**src/rtl/clk_div_pkg.sv**
```systemverilog
// clk_div_pkg: state encoding and counter width shared by the clock divider and its monitor
package clk_div_pkg;
  localparam int CNT_W = 20;
  typedef enum logic [1:0] {ST_ACQUIRE = 2'd0, ST_MEASURE = 2'd1, ST_LOCKED = 2'd2} state_t;
endpackage

```
**src/rtl/clk_period_monitor_sync.sv**
```systemverilog
// sync_edge_det: 2-FF synchronizer plus delay register, pulses on both edges of i_d
module sync_edge_det (
  input  logic i_clk,
  input  logic i_reset_n,
  input  logic i_d,
  output logic o_edge
);
  logic [2:0] r_sh;
  always_ff @(posedge i_clk) r_sh <= !i_reset_n ? 3'b000 : {r_sh[1:0], i_d};
  assign o_edge = r_sh[2] ^ r_sh[1];
endmodule

```
**src/rtl/clk_period_monitor.sv**
```systemverilog
// clk_period_monitor: measures mon_clk half-periods, checks tolerance, reports lock/errors/stalls
module clk_period_monitor
  import clk_div_pkg::*;
#(
  parameter logic [CNT_W-1:0] EXPECTED   = 20'd16,
  parameter logic [CNT_W-1:0] TOL        = 20'd0,
  parameter logic [3:0]       LOCK_COUNT = 4'd4,
  parameter logic [CNT_W-1:0] TIMEOUT    = 20'hFFFFF
) (
  input  logic             i_clk,
  input  logic             i_reset_n,
  input  logic             i_mon_clk,
  input  logic             i_enable,
  output logic [CNT_W-1:0] o_half_period,
  output logic             o_meas_valid,
  output logic             o_locked,
  output logic             o_err_pulse,
  output logic             o_stall,
  output logic [15:0]      o_err_count
);
  localparam logic [CNT_W:0]   HI_RAW = {1'b0, EXPECTED} + {1'b0, TOL};
  localparam logic [CNT_W-1:0] LO     = (EXPECTED >= TOL) ? EXPECTED - TOL : '0;
  localparam logic [CNT_W-1:0] HI     = HI_RAW[CNT_W] ? '1 : HI_RAW[CNT_W-1:0];
  localparam logic [CNT_W-1:0] TO_M1  = TIMEOUT - 1'b1;
  state_t           r_state;
  logic [CNT_W-1:0] r_cnt;
  logic [3:0]       r_good;
  logic             r_en_d;
  logic             w_edge, w_acq, w_in_tol, w_bad, w_timeout, w_err;
  logic [CNT_W-1:0] w_meas;
  logic [3:0]       w_good_nx;
  sync_edge_det u_sync (
    .i_clk    (i_clk),
    .i_reset_n(i_reset_n),
    .i_d      (i_mon_clk),
    .o_edge   (w_edge)
  );
  assign w_meas    = (r_cnt == '1) ? r_cnt : r_cnt + 1'b1;
  assign w_in_tol  = (w_meas >= LO) && (w_meas <= HI);
  assign w_acq     = r_state == ST_ACQUIRE;
  assign w_bad     = w_edge && !w_acq && !w_in_tol;
  // an edge arriving on the timeout cycle is measured instead of declaring a stall
  assign w_timeout = !w_acq && !w_edge && (r_cnt == TO_M1);
  assign w_err     = i_enable && (w_bad || w_timeout);
  assign w_good_nx = r_good + 4'd1;
  always_ff @(posedge i_clk) begin
    if (!i_reset_n) begin
      r_state       <= ST_ACQUIRE;
      r_cnt         <= '0;
      r_good        <= '0;
      r_en_d        <= 1'b0;
      o_half_period <= '0;
      o_meas_valid  <= 1'b0;
      o_locked      <= 1'b0;
      o_err_pulse   <= 1'b0;
      o_stall       <= 1'b0;
    end else begin
      r_en_d       <= i_enable;
      o_meas_valid <= 1'b0;
      o_err_pulse  <= w_err;
      if (!i_enable) begin
        r_state  <= ST_ACQUIRE;
        r_cnt    <= '0;
        r_good   <= '0;
        o_locked <= 1'b0;
      end else begin
        if (!r_en_d) o_stall <= 1'b0;
        r_cnt <= w_edge ? '0 : w_meas;
        if (w_edge && w_acq) begin
          r_state <= ST_MEASURE;
        end else if (w_edge) begin
          o_meas_valid  <= 1'b1;
          o_half_period <= w_meas;
          if (!w_in_tol) begin
            r_good   <= '0;
            r_state  <= ST_MEASURE;
            o_locked <= 1'b0;
          end else if (r_state == ST_MEASURE) begin
            r_good   <= w_good_nx;
            r_state  <= (w_good_nx == LOCK_COUNT) ? ST_LOCKED : ST_MEASURE;
            o_locked <= w_good_nx == LOCK_COUNT;
          end
        end else if (w_timeout) begin
          r_good   <= '0;
          r_state  <= ST_ACQUIRE;
          o_locked <= 1'b0;
          o_stall  <= 1'b1;
        end
      end
    end
  end
  always_ff @(posedge i_clk) o_err_count <= !i_reset_n ? 16'd0 : (w_err && o_err_count != 16'hFFFF) ? o_err_count + 16'd1 : o_err_count;
endmodule
```
**config.mk**
```make
export PLATFORM = sky130hd
export DESIGN_NAME = clk_period_monitor
export DESIGN_NICKNAME = d
export VERILOG_FILES = /design/src/rtl/clk_div_pkg.sv /design/src/rtl/clk_period_monitor_sync.sv /design/src/rtl/clk_period_monitor.sv
export SDC_FILE = /design/constraint.sdc
export NUM_CORES = 1
export LEC_CHECK = 0
export ABC_AREA = 0
export ABC_CLOCK_PERIOD_IN_PS = 3600
export BUFFER_PORTS_ARGS = -buffer_cell sky130_fd_sc_hd__buf_4
export CAP_MARGIN = 20
export CORE_MARGIN = 5
export CORE_UTILIZATION = 51
export DETAILED_ROUTE_END_ITERATION = 6
export GPL_ROUTABILITY_DRIVEN = 0
export GPL_TIMING_DRIVEN = 1
export PLACE_DENSITY_LB_ADDON = 0.15
export SYNTH_ARGS = -nofsm -noshare
export SYNTH_HDL_FRONTEND = slang
export SYNTH_SLANG_ARGS = --single-unit
```
**constraint.sdc**
```tcl
create_clock -name i_clk -period 3.6 [get_ports i_clk]
set_input_delay 0.9 -clock i_clk [delete_from_list [all_inputs] [get_ports i_clk]]
set_output_delay 0.9 -clock i_clk [all_outputs]
set_load 0.05 [all_outputs]
```
==> impl_results.md <==
- Setup TNS: 0 ps
- Synth Register Bits: 70
- Hold-fix buffers, CTS: 0
- Clock tree sinks: 70
- Layout cells sized above 1: 17.5%
- Maximum vdd drop: 268 uV
- Number of global-route vias before repair: 2949
- Hold crit path type: flop to flop
- Port Buffers: 43
- Min cycle time layout: 3220 ps
- Initial Utilization: 52.2%
- Ys flop type: dfxtp_1
- Pin count of the biggest net entering global routing: 30
- Final cycle utilization of the critical path: 89.5%
- Ports: 44
- CTS max path bufs: 2
- RSZ-0062 raised after global routing: false
- FFs w/ async S/R, synth: 0%
- CTS buffer count: 9
- Post-Syn Nets: 438
- Rows: 30
- Status: finished, final reports clean
- Root buffer cell: clkbuf_8
- DR vias: 3246
- Worst Setup Start Kind: flop
- Crit end category: flop
- Mapped Area: 3530 sq um
- Sequential share of the synthesized area: 39.7%
- Critical Path Fanout Max: 7
- CP Cell Sequence: ha_1, nand3_1, nor3_1, nand2_1, o41ai_1, nand4b_1, nor2_1, a31oi_1, a21oi_1
- Pwr Density: 374 nW/um^2
- WP data arrival: 3510 ps
- Residual DRC: 0
- Initial antenna violation count: 0
- Worst slew margin: 43.6%
- Post-synth EDFFs: 0
- Fill count: 639
- Routed Antenna Nets: 0
- Die width: 93.1 um
- Clk Latency, worst-skew pair: 350 ps
- DRT iter0 DRCs: 216
- Clk_skew: 13.5 ps
- Wire per inst: 15.5 um
- CTS tree: built
- CP max stage cell: o41ai_1
- Fmax: 310 MHz
- # nets final: 477
- Ant. Diodes: 0
- Clock transition at path regs: 80 ps
- Cells after synthesis: 430
- P&R area growth vs syn: 17.5%
- Ys Warns: 0
- Via density: 5.86
- Worst path required time: 3890 ps
- First-pass GRT wire length: 14400 um
- Leakage power total: 1.49 nW
- Post-route cell area: 4140 sq um
- Overall Global Routing Usage: 20.9%
- Core area: 6760 sq um
- TritonRoute pass-1 iters: 6
- Die area: 8680 sq um
- Worst slew pin tran: 839 ps
- Post-Route WL: 8570 um
- DIE HEIGHT: 93.1 um
- Crit Path Class: flop to flop
- Overflow after GRT: 0
- Worst Path Buf+Inv: 0
- Hpwl dp: 6240 um
- Final Hold Viols: 0
- Final setup violation count: 0
- Yosys cell types: 56
- Delay-heaviest family, CP: simple AND/OR/NAND/NOR gates
- CTS HTree Levels: 3
- Final-report max-slew violation count: 0
- Mean Syn Cell Area: 8.20 sq um
- Max Cap Viol: 0
- Placed cell area: 3900 sq um
- Worst path max stage delay: 560 ps
- R2r setup slk: 380 ps
-- kinds of logic after synthesis --
family,Yosys count,share of synthesized area [%]
multiplexers,13,3.69
XOR/XNOR,11,2.73
AO/OA/AOI/OAI,97,19.3
flip-flops,70,39.7
AND/OR/NAND/NOR,200,29.1
buffers and inverters,35,4.08
adder cells (fa/ha/maj),4,1.42
-- power by group --
part | switching (mW) | internal (mW)
Sequential | 0.00370 | 0.778
Combinational | 0.0301 | 0.0116
Clock | 0.298 | 0.428
-- per-stage QoR --
step | std cells | util (%) | setup WS, ps | power [mW] | hold WS [ps]
after CTS | 554 | 61.2 | 317 | 1.56 | 457
after floorplan | 430 | - | 800 | 0.828 | 412
after global routing | 554 | 61.3 | 103 | 1.61 | 477
after detailed placement | 538 | 57.8 | 350 | 0.841 | 437
final | 554 | 61.3 | 377 | 1.55 | 456
after global placement | 538 | 57.8 | 430 | 0.840 | 418
-- what timing repair did --
item / 4_1_cts / 5_1_grt
endpoints found under the setup margin: 0 / 1
buffers inserted: 0 / 0
resized for setup: 0 / 1
hold endpoints to repair: 0 / 0
-- metal layers --
metal	GRT usage [%]	vias up	routed length, um
li1	-	1623	-
met4	8.91	0	175
met1	29.3	1496	4150
met3	5.15	20	502
met2	30.4	107	3740
met5	0	-	0
-- registers in the layout, indices dropped and copies added, names as in the netlist --
register and flops:
o_half_period 20, r_cnt 20, o_err_count 16, u_sync.r_sh 3
r_state 2, o_meas_valid 1, o_err_pulse 1, o_stall 1
o_locked 1, r_good 4, r_en_d 1
-- synthesized netlist by cell type (5+ instances only) --
master / n / area (sq um)
nand2_1: 42 / 158
a21o_1: 6 / 45.0
dfxtp_1: 70 / 1400
nor3_1: 5 / 25.0
or3_1: 5 / 31.3
o21ai_0: 14 / 70.1
and3_1: 7 / 43.8
nor4_1: 6 / 37.5
clkbuf_1: 12 / 45.0
and2_1: 6 / 37.5
a211oi_1: 15 / 113
and4_1: 5 / 43.8
buf_2: 6 / 30.0
xnor2_1: 9 / 78.8
a21oi_1: 30 / 150
mux2i_1: 13 / 130
inv_1: 13 / 48.8
nand2b_1: 10 / 62.6
nand4_1: 8 / 50.1
nor2_1: 62 / 233
nand3_1: 30 / 150
-- cell usage in the layout, fill, tap and decap left out, drive strengths merged, types with 2 or more instances in the layout --
cell type / Yosys / routed
a2111oi: 3 / 3
a211oi: 15 / 15
a21o: 6 / 6
a21oi: 30 / 30
a31o: 2 / 2
a31oi: 3 / 3
and2: 6 / 6
and3: 7 / 7
and4: 5 / 5
buf: 7 / 48
bufinv: 0 / 2
clkbuf: 13 / 11
clkinv: 2 / 4
dfxtp: 70 / 70
ha: 4 / 4
inv: 13 / 13
mux2i: 13 / 13
nand2: 42 / 42
nand2b: 10 / 10
nand3: 30 / 30
nand4: 11 / 11
nor2: 62 / 62
nor2b: 3 / 3
nor3: 6 / 6
nor4: 8 / 8
o2111ai: 4 / 4
o211ai: 5 / 5
o21ai: 16 / 16
or2: 2 / 2
or3: 5 / 5
or4: 2 / 2
xnor2: 9 / 9
xor2: 2 / 2
-- layout make-up --
class | count | area [sq um] | share of cell area [%]
sequential | 70 | 1400 | 33.8
multi-input combinational | 325 | 1990 | 48.1
clock inverter | 5 | 81.3 | 1.96
inverter | 15 | 56.3 | 1.36
clock buffer | 11 | 151 | 3.65
timing repair buffer | 48 | 360 | 8.70
tap | 80 | 100 | 2.42
-- worst paths after layout --
path,start,to,depth (start not counted)
max,r_cnt[1]$_SDFF_PP0_,r_good[3]$_SDFFE_PN0P_,9
min,u_sync.r_sh[0]$_SDFF_PN0_,u_sync.r_sh[1]$_SDFF_PN0_,1
max reg2reg,r_cnt[1]$_SDFF_PP0_,r_good[3]$_SDFFE_PN0P_,9
min reg2reg,u_sync.r_sh[0]$_SDFF_PN0_,u_sync.r_sh[1]$_SDFF_PN0_,1
No activity file was read; power rests on OpenSTA's default activity.
